--- src/rtl/add_sub_pkg.sv ---
// Shared types and elaboration helpers for the digit-serial adder/subtractor.
package add_sub_pkg;

    // Control FSM states, 2-bit encoding
    typedef enum logic [1:0] {
        ST_IDLE = 2'b00,
        ST_BUSY = 2'b01,
        ST_DONE = 2'b10
    } state_e;

    // Number of digit cycles needed to process one operand
    function automatic int calc_ndig(input int width, input int digit);
        if (digit < 1) begin
            return 1;
        end else begin
            return width / digit;
        end
    endfunction

    // Digit counter width: clog2(ndig), but never narrower than one bit
    function automatic int calc_cnt_w(input int ndig);
        if (ndig <= 2) begin
            return 1;
        end else begin
            return $clog2(ndig);
        end
    endfunction

endpackage

--- src/rtl/digit_adder.sv ---
// DIGIT-bit ripple-carry adder built from a chain of full_adder cells.
module digit_adder #(
    parameter int DIGIT = 4
) (
    input  logic [DIGIT-1:0] a,
    input  logic [DIGIT-1:0] b,
    input  logic             cin,
    output logic [DIGIT-1:0] sum,
    output logic             cout
);

    logic [DIGIT:0] carry_s;

    assign carry_s[0] = cin;

    for (genvar i = 0; i < DIGIT; i++) begin : g_fa
        full_adder u_fa (
            .a    (a[i]),
            .b    (b[i]),
            .cin  (carry_s[i]),
            .sum  (sum[i]),
            .cout (carry_s[i+1])
        );
    end

    assign cout = carry_s[DIGIT];

endmodule

--- src/rtl/full_adder.sv ---
// One-bit full adder cell, the building block of the digit adder.
module full_adder (
    input  logic a,
    input  logic b,
    input  logic cin,
    output logic sum,
    output logic cout
);

    assign sum  = a ^ b ^ cin;
    assign cout = (a & b) | (a & cin) | (b & cin);

endmodule

--- src/rtl/add_sub_digit_serial.sv ---
// Digit-serial signed/unsigned adder-subtractor with valid/ready handshakes.
// One shared DIGIT-bit adder processes the operands LSB-digit first over
// NDIG = WIDTH/DIGIT cycles; result and flags are registered in DONE.
module add_sub_digit_serial
    import add_sub_pkg::*;
#(
    parameter int WIDTH = 16,
    parameter int DIGIT = 4
) (
    input  logic             clk,
    input  logic             rst,
    input  logic             in_valid,
    output logic             in_ready,
    input  logic [WIDTH-1:0] a,
    input  logic [WIDTH-1:0] b,
    input  logic             sub,
    output logic             out_valid,
    input  logic             out_ready,
    output logic [WIDTH-1:0] result,
    output logic             carry_out,
    output logic             overflow,
    output logic             zero
);

    localparam int NDIG  = calc_ndig(WIDTH, DIGIT);
    localparam int CNT_W = calc_cnt_w(NDIG);
    localparam logic [CNT_W-1:0] LAST_CNT = CNT_W'(NDIG - 1);

    if ((DIGIT < 1) || ((WIDTH % DIGIT) != 0)) begin : g_param_check
        $error("add_sub_digit_serial: WIDTH must be a positive multiple of DIGIT");
    end

    // Control state
    state_e state_q, state_d;

    // Datapath registers
    logic [WIDTH-1:0] a_sh_q, a_sh_d;
    logic [WIDTH-1:0] b_sh_q, b_sh_d;
    logic [WIDTH-1:0] res_sh_q, res_sh_d;
    logic             carry_q, carry_d;
    logic [CNT_W-1:0] cnt_q, cnt_d;
    logic             a_msb_q, a_msb_d;
    logic             b_msb_q, b_msb_d;

    // Registered outputs
    logic             in_ready_q, in_ready_d;
    logic             out_valid_q, out_valid_d;
    logic [WIDTH-1:0] result_q, result_d;
    logic             carry_out_q, carry_out_d;
    logic             overflow_q, overflow_d;
    logic             zero_q, zero_d;

    // Combinational helpers
    logic [DIGIT-1:0] dig_sum_s;
    logic             dig_cout_s;
    logic [WIDTH-1:0] b_in_s;
    logic [WIDTH-1:0] a_next_s;
    logic [WIDTH-1:0] b_next_s;
    logic [WIDTH-1:0] res_next_s;
    logic             last_s;

    // B is stored pre-inverted for subtract; the +1 comes from carry-in
    assign b_in_s = sub ? ~b : b;
    assign last_s = (cnt_q == LAST_CNT);

    digit_adder #(
        .DIGIT (DIGIT)
    ) u_digit_adder (
        .a    (a_sh_q[DIGIT-1:0]),
        .b    (b_sh_q[DIGIT-1:0]),
        .cin  (carry_q),
        .sum  (dig_sum_s),
        .cout (dig_cout_s)
    );

    // With a single digit there is nothing left to shift
    if (DIGIT == WIDTH) begin : g_single_digit
        assign a_next_s   = '0;
        assign b_next_s   = '0;
        assign res_next_s = dig_sum_s;
    end else begin : g_multi_digit
        assign a_next_s   = {{DIGIT{1'b0}}, a_sh_q[WIDTH-1:DIGIT]};
        assign b_next_s   = {{DIGIT{1'b0}}, b_sh_q[WIDTH-1:DIGIT]};
        assign res_next_s = {dig_sum_s, res_sh_q[WIDTH-1:DIGIT]};
    end

    // State register
    always_ff @(posedge clk or posedge rst) begin
        if (rst) begin
            state_q <= ST_IDLE;
        end else begin
            state_q <= state_d;
        end
    end

    // Next-state logic: accept in IDLE, step through digits, wait for consumer
    always_comb begin
        state_d = state_q;
        case (state_q)
            ST_IDLE: begin
                if (in_valid) begin
                    state_d = ST_BUSY;
                end else begin
                    state_d = ST_IDLE;
                end
            end
            ST_BUSY: begin
                if (last_s) begin
                    state_d = ST_DONE;
                end else begin
                    state_d = ST_BUSY;
                end
            end
            ST_DONE: begin
                if (out_ready) begin
                    state_d = ST_IDLE;
                end else begin
                    state_d = ST_DONE;
                end
            end
            default: begin
                state_d = ST_IDLE;
            end
        endcase
    end

    // Datapath next values: load at accept, shift one digit per BUSY cycle
    always_comb begin
        a_sh_d   = a_sh_q;
        b_sh_d   = b_sh_q;
        res_sh_d = res_sh_q;
        carry_d  = carry_q;
        cnt_d    = cnt_q;
        a_msb_d  = a_msb_q;
        b_msb_d  = b_msb_q;
        case (state_q)
            ST_IDLE: begin
                if (in_valid) begin
                    a_sh_d   = a;
                    b_sh_d   = b_in_s;
                    res_sh_d = '0;
                    carry_d  = sub;
                    cnt_d    = '0;
                    // Operand sign bits kept aside for the overflow flag
                    a_msb_d  = a[WIDTH-1];
                    b_msb_d  = b_in_s[WIDTH-1];
                end else begin
                    a_sh_d = a_sh_q;
                end
            end
            ST_BUSY: begin
                a_sh_d   = a_next_s;
                b_sh_d   = b_next_s;
                res_sh_d = res_next_s;
                carry_d  = dig_cout_s;
                if (last_s) begin
                    cnt_d = '0;
                end else begin
                    cnt_d = cnt_q + CNT_W'(1);
                end
            end
            ST_DONE: begin
                cnt_d = cnt_q;
            end
            default: begin
                cnt_d = '0;
            end
        endcase
    end

    // Datapath registers
    always_ff @(posedge clk or posedge rst) begin
        if (rst) begin
            a_sh_q   <= '0;
            b_sh_q   <= '0;
            res_sh_q <= '0;
            carry_q  <= 1'b0;
            cnt_q    <= '0;
            a_msb_q  <= 1'b0;
            b_msb_q  <= 1'b0;
        end else begin
            a_sh_q   <= a_sh_d;
            b_sh_q   <= b_sh_d;
            res_sh_q <= res_sh_d;
            carry_q  <= carry_d;
            cnt_q    <= cnt_d;
            a_msb_q  <= a_msb_d;
            b_msb_q  <= b_msb_d;
        end
    end

    // Output next values: handshake flags follow the next state, result and
    // flags are captured on the last digit and held until the next operation
    always_comb begin
        in_ready_d  = (state_d == ST_IDLE);
        out_valid_d = (state_d == ST_DONE);
        result_d    = result_q;
        carry_out_d = carry_out_q;
        overflow_d  = overflow_q;
        zero_d      = zero_q;
        if ((state_q == ST_BUSY) && last_s) begin
            result_d    = res_next_s;
            carry_out_d = dig_cout_s;
            overflow_d  = (a_msb_q == b_msb_q) && (res_next_s[WIDTH-1] != a_msb_q);
            zero_d      = (res_next_s == '0);
        end else begin
            result_d = result_q;
        end
    end

    // Output registers
    always_ff @(posedge clk or posedge rst) begin
        if (rst) begin
            in_ready_q  <= 1'b1;
            out_valid_q <= 1'b0;
            result_q    <= '0;
            carry_out_q <= 1'b0;
            overflow_q  <= 1'b0;
            zero_q      <= 1'b0;
        end else begin
            in_ready_q  <= in_ready_d;
            out_valid_q <= out_valid_d;
            result_q    <= result_d;
            carry_out_q <= carry_out_d;
            overflow_q  <= overflow_d;
            zero_q      <= zero_d;
        end
    end

    assign in_ready  = in_ready_q;
    assign out_valid = out_valid_q;
    assign result    = result_q;
    assign carry_out = carry_out_q;
    assign overflow  = overflow_q;
    assign zero      = zero_q;

endmodule

--- config.mk ---
export PLATFORM = sky130hd
export DESIGN_NAME = add_sub_digit_serial
export DESIGN_NICKNAME = d
export VERILOG_FILES = /design/src/rtl/add_sub_pkg.sv /design/src/rtl/digit_adder.sv /design/src/rtl/full_adder.sv /design/src/rtl/add_sub_digit_serial.sv
export SDC_FILE = /design/constraint.sdc
export NUM_CORES = 1
export LEC_CHECK = 0
export ABC_AREA = 1
export ABC_CLOCK_PERIOD_IN_PS = 3500
export CAP_MARGIN = 30
export CORE_AREA = 2 2 92 77
export DETAILED_ROUTE_END_ITERATION = 10
export DIE_AREA = 0 0 94 79
export GPL_TIMING_DRIVEN = 0
export PLACE_DENSITY_LB_ADDON = 0.12
export SLEW_MARGIN = 20
export SYNTH_ARGS = -nofsm -noshare
export SYNTH_HDL_FRONTEND = slang
export SYNTH_SLANG_ARGS = --single-unit
--- constraint.sdc ---
create_clock -name clk -period 3.5 [get_ports clk]
set_input_delay 0.7 -clock clk [delete_from_list [all_inputs] [get_ports clk]]
set_output_delay 0.7 -clock clk [all_outputs]
set_load 0.01 [all_outputs]
; ---- After elaboration in Yosys (flattened, before gate mapping)
; Index checks and enable logic that the tools add are counted.
; W data, S select, Z words.
[word_totals]
output_inout_bits = 21
input_bits = 37
reg_bits = 76
[op_classes]
bitwise_logic = 30
n_eq_ne = 7
mux = 16
n_reduce_logical = 9
add_sub_neg = 1
[op_table]
columns = operator, count
row1 = $pmux W16 S2, 3
row2 = $mux W16, 4
row3 = $logic_not A16 Y1, 1
row4 = $not A16 Y16, 1
row5 = $and A1 B1 Y1, 12
row6 = $pmux W2 S3, 2
row7 = $mux W2, 4
row8 = $or A1 B1 Y1, 8
row9 = $xor A1 B1 Y1, 8
row10 = $eq A2 B2 Y1 const B, 3
row11 = $reduce_and A2 Y1, 3
row12 = $logic_not A2 Y1, 2
row13 = $add A2 B1 Y2 const B, 1
row14 = $eq A2 B1 Y1 const B, 1
row15 = $logic_and A1 B1 Y1, 2
row16 = $mux W1, 2
row17 = $ne A2 B2 Y1 const B, 1
row18 = $pmux W1 S2, 1
row19 = $reduce_bool A2 Y1, 1
row20 = $eq A1 B1 Y1, 1
row21 = $ne A1 B1 Y1, 1
row22 = $not A1 Y1, 1

; ---- Logic depth before layout (Yosys ltp)
; Gate-level depths: netlist (run 1).
[logic_depth]
depth_word = 13
ltp_mapped = 11
mapped_depth_nobuf = 11

; ---- By module
; A second synthesis (run 1) with hierarchy kept.
[unflattened]
cells_unflattened = 334
hier_area_um2 = 3194.3
[modules_own_cells]
columns = module, cells_per_inst, area_each_um2, n_inst
row1 = add_sub_digit_serial, 330, 3114.2, 1
row2 = full_adder, 1, 20.0, 4

; ---- Worst setup path after synthesis (run 1)
; No wires, ideal clock.
[synth_timing]
kind = flip-flop to flip-flop
start = register carry_q
end = register zero_q (netlist: zero)
path_slack_ps = 910
t_required_ps = 3383
path_buffers = 0
arrival_time_ps = 2473
path_stages_with_launch = 12
cell_sequence = dfrtp_1 > fa_1 > fa_1 > fa_1 > inv_1 > fa_1 > inv_1 > nor2_1 > nand2_1 > nor2_1 > nand3_1 > nand2_1
[synth_via]
elab_chain_len = 11
[synth_rtl]
columns = item, line
row1 = from (decl), add_sub_digit_serial.sv:40  ; logic carry_q, carry_d;
row2 = from (signal assigned), add_sub_digit_serial.sv:185  ; carry_q <= carry_d;
row3 = $and A1 B1 Y1, full_adder.sv:11  ; assign cout = (a & b) | (a & cin) | (b & cin);
row4 = $or A1 B1 Y1 (2 in series), full_adder.sv:11
row5 = $and A1 B1 Y1, full_adder.sv:11
row6 = $or A1 B1 Y1 (2 in series), full_adder.sv:11
row7 = $and A1 B1 Y1, full_adder.sv:11
row8 = $or A1 B1 Y1 (2 in series), full_adder.sv:11
row9 = $xor A1 B1 Y1, full_adder.sv:10  ; assign sum = a ^ b ^ cin;
row10 = $logic_not A16 Y1 (*), add_sub_digit_serial.sv:205  ; zero_d = (res_next_s == '0);
row11 = to (signal assigned), add_sub_digit_serial.sv:226  ; zero_q <= zero_d;
row12 = to (decl), add_sub_digit_serial.sv:51  ; logic zero_q, zero_d;
; Every way passes the cells marked *; elsewhere a longest branch is shown, timed or not.
; A chain may end at the register's enable or synchronous reset.

; ---- Final worst setup path (run 1)
; Ends and elaborated chain as after synthesis.

==> results.md, run 1 <==
- Mapped Avg Cell Area: roughly 9.3 µm²
- Commonest non-fill, non-tap cell in the layout: nand2_1
- Flop pwr share: roughly 38%
- Detailed Routing Iterations Pass 1: 4
- Die height: 79 µm
- Fin nets: around 460
- Final core occ: approximately 63%
- Comb power frac: between 40 and 50%
- WS Path Type: reg -> reg
- Unrepaired setup endpoints after global routing: no
- Share of cells above drive strength 1: between 10 and 15%
- CP Data Required Time: about 3700 ps
- CP startpoint kind: flip-flop
- Initial antenna violation count: 0
- FMAX: between 300 and 400 MHz
- Final Wtd Congestion: roughly 0.77
- Post-route ant nets: 0
- Max-cap check violation count: 0
- Io pins: 58
- Pre-CTS WS: approximately 760 ps
- Worst-path clk slew: ~80 ps
- Part of the cycle the worst path needs: between 70% and 80%
- Clock share of power: about 18%
- CTS tree: done
- Depth of the CTS H-tree: 3
- Vias in the first global route: 2539
- Crit path time final: about 2700 ps
- Max-slew headroom: between 70% and 80%
- Overall Global Routing Usage: slightly above 20%
- Ys Warns: 0
- HPWL Detailed: 4960 µm
- Initial core utilization: 49.9%
- Resize count post-CTS: 0
- Dpl cells: 497
- Int Pwr: 2.14 mW
- Crit-path slowest cell: fa_1
- Post-Synthesis Cells: between 300 and 400
- Worst-path cell chain: fa_1 > fa_1 > fa_1 > inv_1 > fa_1 > inv_1 > nor2_1 > nand2_1 > nor2_1 > nand3_1 > nand2_1
- PD cells: between 800 and 900 mW/mm²
- CTS Sinks: a little over 70
- CTS Buffer Depth: 2
- Share of the synthesized area in the top cell type: a little over half
- Critical path's top delay family: adder cells
- Post-CTS Hold Buffers: 0
- CP arrival: just under 3000 ps
- Largest net degree at the start of global routing: 39
- Port bufs: 56
- Sw Pwr: around 1.4 mW
- Die ar.: around 0.0074 mm²
- Detailed Route WL: between 6000 and 7000 µm
- Clock Skew: 11.1 ps
- VDD IR max: around 330 µV
- Fin cells: roughly 510
- Antenna diodes: 0
- Crit-path most repeated cell: fa_1
- Crit. End Element: flip-flop
- Register area share after synthesis: between 50% and 60%
- Die width: around 94 µm
- Status: finished, final reports clean
- Worst Hold Class: reg -> reg
- Synth-to-layout area growth: 26.7%
- Crit path buf inv count: 2
- DR WL/cell: ~13 µm
- Area contributors post-synth: dfrtp_1 54%, nand2_1 9.8%, inv_1 4.6%
- Sw Share: approximately two fifths
- Slew Limit Fails: 0
- Rows: 27
- Tightest Pin Transition: between 400 and 500 ps
- Skew-Pair Late Insertion Delay: 350 ps
- DRT iter0 DRCs: 98
- Global-route wire length before repair: around 12000 µm
- Postcts setup bufs: 0
- Vias per cell: between 4 and 5
- Final Hold Vio Count: 0
- Core area: 0.00659 mm²
- Register bit count reported by yosys: 72
- Crit-path max cell delay: 470 ps
- Most frequent cells in the layout: 86 x nand2_1, 71 x dfrtp_1, 56 x clkdlybuf4s50_1, 39 x inv_1, 29 x o21ai_0
- Final worst slack: 773 ps
- DRC: 0
- Vias: 2558
- Total CTS buffers: 9
- Syn Nets: around 400
- Worst-path maximum fanout: 5
- CTS root buf: clkbuf_8
- Mapped Area: 0.00329 mm²
- P_leak: approximately 1.9 nW
- Remaining Overflow, GRT: 0
- Final setup viols: 0
- Unique masters post-synth: 27
- Cell taking the most area after synthesis: dfrtp_1
[final timing paths]
| path | start | endpoint | slack (ps) | depth (start not counted) |
|---|---|---|---|---|
| max | carry_q | zero | 770 | 11 |
| max reg2reg | carry_q | zero | 770 | 11 |
| max in group asynchronous | rst | in_ready | 2180 | 3 |
| min reg2reg | result[12] | result[12] | 480 | 2 |
| min | result[12] | result[12] | 480 | 2 |
| min in group asynchronous | rst | out_valid | 710 | 2 |
[synthesized netlist by cell type]
| cell type | n |
|---|---|
| inv_2 | 3 |
| o211ai_1 | 5 |
| clkinv_1 | 1 |
| clkbuf_1 | 2 |
| nand3_1 | 26 |
| nand2_2 | 2 |
| nand2_1 | 86 |
| nand2_4 | 1 |
| nor2_1 | 11 |
| o21ai_0 | 29 |
| xor2_1 | 13 |
| buf_2 | 8 |
| o22ai_1 | 16 |
| nand3_2 | 1 |
| dfrtp_1 | 71 |
| buf_6 | 4 |
| dfstp_2 | 1 |
| o31ai_1 | 2 |
| inv_1 | 40 |
| ha_1 | 1 |
| o21ai_2 | 10 |
| xnor2_1 | 3 |
| clkbuf_2 | 1 |
| fa_1 | 4 |
| o21ai_1 | 8 |
| buf_4 | 3 |
| nor2_4 | 1 |
[layer usage]
metal	vias to the layer above	global-route usage [%]	share of wire, %
met3	6	5.88	4.8
met2	66	33.8	48
li1	1271	-	-
met5	-	0	0
met4	0	5.36	0.99
met1	1215	27.5	47
[cells by family (layout without fill, tap and decap cells)]
group	Yosys count	after routing	share of synthesized area, %
xor+xnor	16	16	4.27
compound gates	70	70	12.9
flops	72	72	54.9
fa+ha+maj	5	5	2.82
simple gates	128	128	16.4
buf+inv	62	134	8.68
[flip-flops by register name (all words and copies together), names as in the netlist]
name / flops
state_q: 2
zero: 1
cnt_q: 2
out_valid: 1
carry_out: 1
result: 16
b_msb_q: 1
in_ready: 1
res_sh_q: 12
carry_q: 1
b_sh_q: 16
a_msb_q: 1
a_sh_q: 16
overflow: 1
[power by group through the flow]
stage               Sequential (mW)  Combinational, mW  Clock [mW]
floorplan                      1.37               1.01           0
CTS                            1.34               1.58       0.635
detailed placement             1.35               1.57           0
global placement               1.34               1.53           0
finish                         1.34               1.56       0.620
global route                   1.38               1.78       0.676
[layout make-up]
class	count	area, µm²
Sequential cell	72	1800
Buffer	18	120
Multi-Input combinational cell	219	1200
Inverter	44	168
Clock buffer	9	124
Tap cell	87	109
Clock inverter	6	61.3
Fill cell	600	2420
Timing Repair Buffer	57	581
[through the flow]
step	cell area (µm²)	hold slack (ps)	power (mW)	TNS [ps]
after floorplan	3290	464	2.38	0
after global placement	3960	465	2.87	-17560
after detailed placement	3980	468	2.92	0
after CTS	4160	487	3.55	0
after global routing	4160	514	3.83	0
final	4160	482	3.52	0
[worst min-delay path: stages, from the launching register on]
cell	delay (ps)
dfrtp_1	340
nand2_1	60
o21ai_2	50
Power figures use the tool's default switching activity.
==> run 2: changes to the inputs <==
ABC_CLOCK_PERIOD_IN_PS = 2700   (was 3500)
clock period = 2.7 ns   (was 3.5 ns; I/O delays follow)
==> run 2 against run 1 <==
- fmax grew 5.2%
- die area unchanged
- clock skew shrank 1.6 ps
- design area increased by 0.54%
- wire length about the same
- clock power increased by 30%
- sequential share of layout area down 0.23 points
- critical path depth is the same
- critical path type unchanged
==> results.md, run 2 (synthesis gave the netlist of run 1 again) <==
- DRC: 0 (unchanged)
- Share of cells above drive strength 1: 13.3% (was 12.2%)
- Vias: 2550 (was 2558)
- DRT iter0 DRCs: 121 (was 98)
- Worst-path clk slew: 80 ps (about the same)
- Post-route ant nets: 0 (unchanged)
- Most frequent cells in the layout: 86 x nand2_1, 71 x dfrtp_1, 56 x clkdlybuf4s50_1, 39 x inv_1, 29 x o21ai_0 (unchanged)
- Global-route wire length before repair: 11900 µm (about the same)
- Rows: 27 (unchanged)
- Final core occ: 63.5% (was 63.2%)
- CP Data Required Time: 2940 ps (was 3740 ps)
- Initial antenna violation count: 0 (unchanged)
- Die width: 94 µm (unchanged)
- Status: finished, final reports clean (unchanged)
- Storage element area: 0.00180 mm² (unchanged)
- Metal3 WL: 313 µm (was 329 µm)
- Worst-path maximum fanout: 5 (unchanged)
- Top routing layer in use: met4 (unchanged)
- Final Power: 4.60 mW (was 3.52 mW)
- CTS tree: done (unchanged)
- Depth of the CTS H-tree: 3 (unchanged)
- Detailed Route WL: 6880 µm (about the same)
- CTS Sinks: 72 (unchanged)
- Core area: 0.00659 mm² (unchanged)
- Commonest non-fill, non-tap cell in the layout: nand2_1 (unchanged)
- Crit. End Element: flip-flop (unchanged)
- Max-cap check violation count: 0 (unchanged)
- Unrepaired setup endpoints after global routing: no (unchanged)
- Detailed Routing Iterations Pass 1: 4 (unchanged)
- Die ar.: 0.00743 mm² (unchanged)
- VDD IR max: 425 µV (was 328 µV)
- CP arrival: 2830 ps (was 2970 ps)
- Final Wtd Congestion: 0.772 (unchanged)
- Worst Hold Class: reg -> reg (unchanged)
- Post-CTS Hold Buffers: 0 (unchanged)
- Tightest Pin Transition: 437 ps (about the same)
- Antenna diodes: 0 (unchanged)
- Final setup viols: 0 (unchanged)
- Final Hold Vio Count: 0 (unchanged)
- Port bufs: 56 (unchanged)
- CTS Buffer Depth: 2 (unchanged)
- FMAX: 386 MHz (was 367 MHz)
- CTS root buf: clkbuf_8 (unchanged)
- Max-slew headroom: 70.9% (about the same)
- Part of the cycle the worst path needs: 96.0% (was 77.9%)
- Largest net degree at the start of global routing: 39 (unchanged)
- CP startpoint kind: flip-flop (unchanged)
- Fin cells: 514 (was 512)
- Fill count: 599 (was 600)
- Multi-input gate area: 0.00120 mm² (about the same)
- Clock Skew: 9.57 ps (was 11.1 ps)
- Fin nets: 465 (was 463)
- Slew Limit Fails: 0 (unchanged)
- HPWL Detailed: 4960 µm (unchanged)
- Initial core utilization: 49.9% (unchanged)
- Setup TNS: 0 ps (unchanged)
- Synth-to-layout area growth: 27.4% (was 26.7%)
- PD cells: 1100 mW/mm² (was 845 mW/mm²)
- WS Path Type: reg -> reg (unchanged)
- Routed length on met1: 3200 µm (was 3210 µm)
- Remaining Overflow, GRT: 0 (unchanged)
- Vias per cell: 4.96 (was 5.00)
- Total CTS buffers: 9 (unchanged)
- Overall Global Routing Usage: 20.7% (about the same)
- P_leak: 1.94 nW (was 1.93 nW)
- Dpl cells: 497 (unchanged)
- Vias in the first global route: 2542 (was 2539)
- Skew-Pair Late Insertion Delay: 350 ps (about the same)
- Die height: 79 µm (unchanged)
- DR WL/cell: 13.4 µm (about the same)
- DR WL met2: 3300 µm (was 3270 µm)
- Crit path time final: 2590 ps (was 2730 ps)
- Io pins: 58 (unchanged)
==> run 2: layer usage <==
| layer | vias to the layer above | GRT usage, % |
|---|---|---|
| li1 | 1277 | - |
| met1 | 1205 | 27.5 |
| met2 | 62 | 33.8 |
| met3 | 6 | 5.88 |
| met4 | 0 | 5.36 |
| met5 | - | 0 |
==> run 2: layout make-up <==
cell class / instances / area share [%]
Buffer: 18 / 2.87
Clock buffer: 9 / 2.96
Clock inverter: 6 / 1.46
Inverter: 44 / 4.01
Multi-Input combinational cell: 219 / 28.8
Sequential cell: 72 / 43.1
Tap cell: 87 / 2.60
Timing Repair Buffer: 59 / 14.2
==> run 2: repair_timing <==
item	in CTS	in global routing
setup endpoints to repair	2	2
gates resized for setup	2	1
pin swaps	0	2
hold endpoints to repair	0	0
setup buffers	0	2
==> run 2: through the flow <==
step           setup WS (ps)  hold slack [ps]  cell area [µm²]
6_report                 109              482             4190
3_3_place_gp            -890              465             3960
5_1_grt                0.566              514             4190
3_5_place_dp           -37.0              468             3980
4_1_cts                 11.5              487             4170
2_1_floorplan            110              464             3290
==> run 2: power by group <==
group	switching, mW	internal [mW]
sequential	0.214	1.52
combinational	1.20	0.858
clock	0.388	0.418
==> run 2: final timing paths <==
| path | startpoint | end | slack (ps) | cells past startpoint |
|---|---|---|---|---|
| worst min register to register | result[12] | result[12] | 480 | 2 |
| min in group asynchronous | rst | out_valid | 550 | 2 |
| worst min-delay path | result[12] | result[12] | 480 | 2 |
| max in group asynchronous | rst | in_ready | 1550 | 3 |
| worst max-delay path | b_sh_q[0] | zero | 110 | 11 |
| worst max register to register | b_sh_q[0] | zero | 110 | 11 |
==> run 2: critical path: stages, from the launching register on <==
cell and delay [ps]:
dfrtp_1 400, fa_2 400, fa_2 400, fa_1 410
inv_1 80, fa_2 480, inv_1 80, nor2_1 40
nand2_1 50, nor2_1 40, nand3_1 50, nand2_1 40
==> run 3: changes to the inputs <==
CAP_MARGIN = default   (was 30)
CORE_AREA = 2 2 121 99   (was 2 2 92 77)
DIE_AREA = 0 0 123 101   (was 0 0 94 79)
==> run 3 against run 2 <==
- worst setup slack improved by 78 ps
- global-route usage shrank 7.0 points
- worst hold slack better by 2.3 ps
- first-iteration DRC count grew 45%
- power up 13%
- clock skew down 5.0 ps
- sequential power about the same
- critical path type unchanged
==> results.md, run 3 (synthesis gave the netlist of run 1 again) <==
- Largest net degree at the start of global routing: 45 (was 39)
- CP Data Required Time: 2920 ps (was 2940 ps)
- Commonest non-fill, non-tap cell in the layout: nand2_1 (unchanged)
- Final Hold Vio Count: 0 (unchanged)
- Crit. End Element: flip-flop (unchanged)
- Remaining Overflow, GRT: 0 (unchanged)
- CTS Sinks: 72 (unchanged)
- Pre-CTS WS: -92.6 ps (was -37.0 ps)
- R2R Path End: zero (unchanged)
- Detailed Route WL: 7880 µm (was 6880 µm)
- Total CTS buffers: 9 (unchanged)
- DRC: 0 (unchanged)
- Post-route ant nets: 0 (unchanged)
- Port bufs: 56 (unchanged)
- Depth of the CTS H-tree: 3 (unchanged)
- Part of the cycle the worst path needs: 93.1% (was 96.0%)
- CTS root buf: clkbuf_16 (was clkbuf_8)
- CP arrival: 2730 ps (was 2830 ps)
- DR WL/cell: 13.7 µm (was 13.4 µm)
- Die ar.: 0.0124 mm² (was 0.00743 mm²)
- Status: finished, final reports clean (unchanged)
- Overall Global Routing Usage: 13.7% (was 20.7%)
- Final setup viols: 0 (unchanged)
- Vias in the first global route: 2540 (was 2542)
- Skew-Pair Late Insertion Delay: 330 ps (was 350 ps)
- Share of cells above drive strength 1: 13.8% (was 13.3%)
- Global-route wire length before repair: 13000 µm (was 11900 µm)
- DRT iter0 DRCs: 175 (was 121)
- Final Wtd Congestion: 0.776 (was 0.772)
- Max-cap check violation count: 0 (unchanged)
- Slew Limit Fails: 0 (unchanged)
- HPWL Detailed: 5660 µm (was 4960 µm)
- PD cells: 1170 mW/mm² (was 1100 mW/mm²)
- Hold Path Sink: result[6] (was result[12])
- Detailed Routing Iterations Pass 1: 4 (unchanged)
- Hold path cells: 2 (unchanged)
- Max-slew headroom: 72.5% (was 70.9%)
- WS Path Type: reg -> reg (unchanged)
- Final Cell Area: 0.00443 mm² (was 0.00419 mm²)
- FMAX: 398 MHz (was 386 MHz)
- Tightest Pin Transition: 412 ps (was 437 ps)
- Worst-path clk slew: 60 ps (was 80 ps)
- Worst-path maximum fanout: 4 (was 5)
- Rows: 35 (was 27)
- DP Area: 0.00406 mm² (was 0.00398 mm²)
- Worst reg2reg path depth: 11 (unchanged)
- Clock Skew: 4.54 ps (was 9.57 ps)
- Worst Hold Class: reg -> reg (unchanged)
- Antenna diodes: 0 (unchanged)
- Final worst slack: 187 ps (was 109 ps)
- Initial antenna violation count: 0 (unchanged)
- P_leak: 2.01 nW (was 1.94 nW)
- CP startpoint kind: flip-flop (unchanged)
- Io pins: 58 (unchanged)
- Vias: 2519 (was 2550)
- Unrepaired setup endpoints after global routing: no (unchanged)
- Core area: 0.0113 mm² (was 0.00659 mm²)
- Die height: 101 µm (was 79 µm)
- CTS Buffer Depth: 2 (unchanged)
- Initial core utilization: 29.1% (was 49.9%)
- Vias per cell: 4.37 (was 4.96)
- Synth-to-layout area growth: 34.8% (was 27.4%)
- Crit path time final: 2510 ps (was 2590 ps)
- Die width: 123 µm (was 94 µm)
- Hold Crit Start: result[6] (was result[12])
- FF-to-FF Start: b_sh_q[0] (unchanged)
- VDD IR max: 364 µV (was 425 µV)
- Most frequent cells in the layout: 86 x nand2_1, 71 x dfrtp_1, 56 x clkdlybuf4s50_1, 38 x inv_1, 29 x o21ai_0 (was 86 x nand2_1, 71 x dfrtp_1, 56 x clkdlybuf4s50_1, 39 x inv_1, 29 x o21ai_0)
- Fin nets: 465 (unchanged)
- CTS tree: done (unchanged)
- Min Hold Slack: 484 ps (was 482 ps)
- Minimum setup slack among reg-to-reg paths: 190 ps (was 110 ps)
run 3: cell count changes in the layout (fill, tap and decap cells not counted), sizes merged:
cell	delta
bufinv	+1
clkinvlp	-1
clkinv	-4
clkbuf	+5
run 3: power breakdown:
group,total (mW),switching [mW],leakage (nW),internal [mW]
clock network,1.35,0.437,0.169,0.910
registers,1.75,0.222,0.933,1.52
logic,2.11,1.23,0.911,0.877
run 3: cell type report:
| type | instances | area (µm²) |
|---|---|---|
| clock buffers | 14 | 284 |
| well taps | 148 | 185 |
| fillers | 1175 | 6870 |
| repair buffers | 59 | 603 |
| clock inverters | 2 | 60.1 |
| flip-flops and latches | 72 | 1800 |
| multi-input cells | 219 | 1210 |
| plain buffers | 18 | 120 |
| inverters | 44 | 168 |
run 3: repair_timing:
item | in CTS | in global routing
cloned | 0 | 0
gates resized for setup | 3 | 2
buffers inserted | 1 | 1
hold buffers | 0 | 0
endpoints found under the setup margin | 2 | 2
pin swaps | 1 | 3
run 3: critical path: stages (launching register included):
cell and delay [ps]:
dfrtp_1 420, fa_2 400, fa_2 350, fa_2 390
inv_2 70, fa_2 440, inv_1 70, nor2_1 40
nand2_1 60, nor2_1 40, nand3_1 60, nand2_1 50
run 3: routing by layer:
metal,GRT usage (%),vias up,part of all wire (%)
li1,-,1271,-
met5,0,-,0
met1,19.8,1196,51
met2,20.1,46,44
met4,3.93,0,0.91
met3,3.68,6,3.7
run 3: worst max-delay path by stage:
| stage | cells after the start | from | endpoint | slack, ps |
|---|---|---|---|---|
| finish | 11 | b_sh_q[0] | zero | 190 |
| global route | 11 | b_sh_q[0] | zero | 50 |
| CTS | 11 | carry_q | zero | 30 |
| detailed placement | 11 | carry_q | zero | -90 |
| global placement | 2 | rst | b_sh_q[12] | -1080 |
| floorplan | 11 | carry_q | zero | 110 |
run 3: through the flow:
step,utilization [%],cells,TNS (ps),total power [mW]
6_report,39.2,576,0,5.20
5_1_grt,39.2,576,0,5.66
4_1_cts,39.1,575,0,5.27
3_5_place_dp,35.9,558,-132,3.85
3_3_place_gp,35.7,557,-77180,3.83
2_1_floorplan,-,353,0,3.08
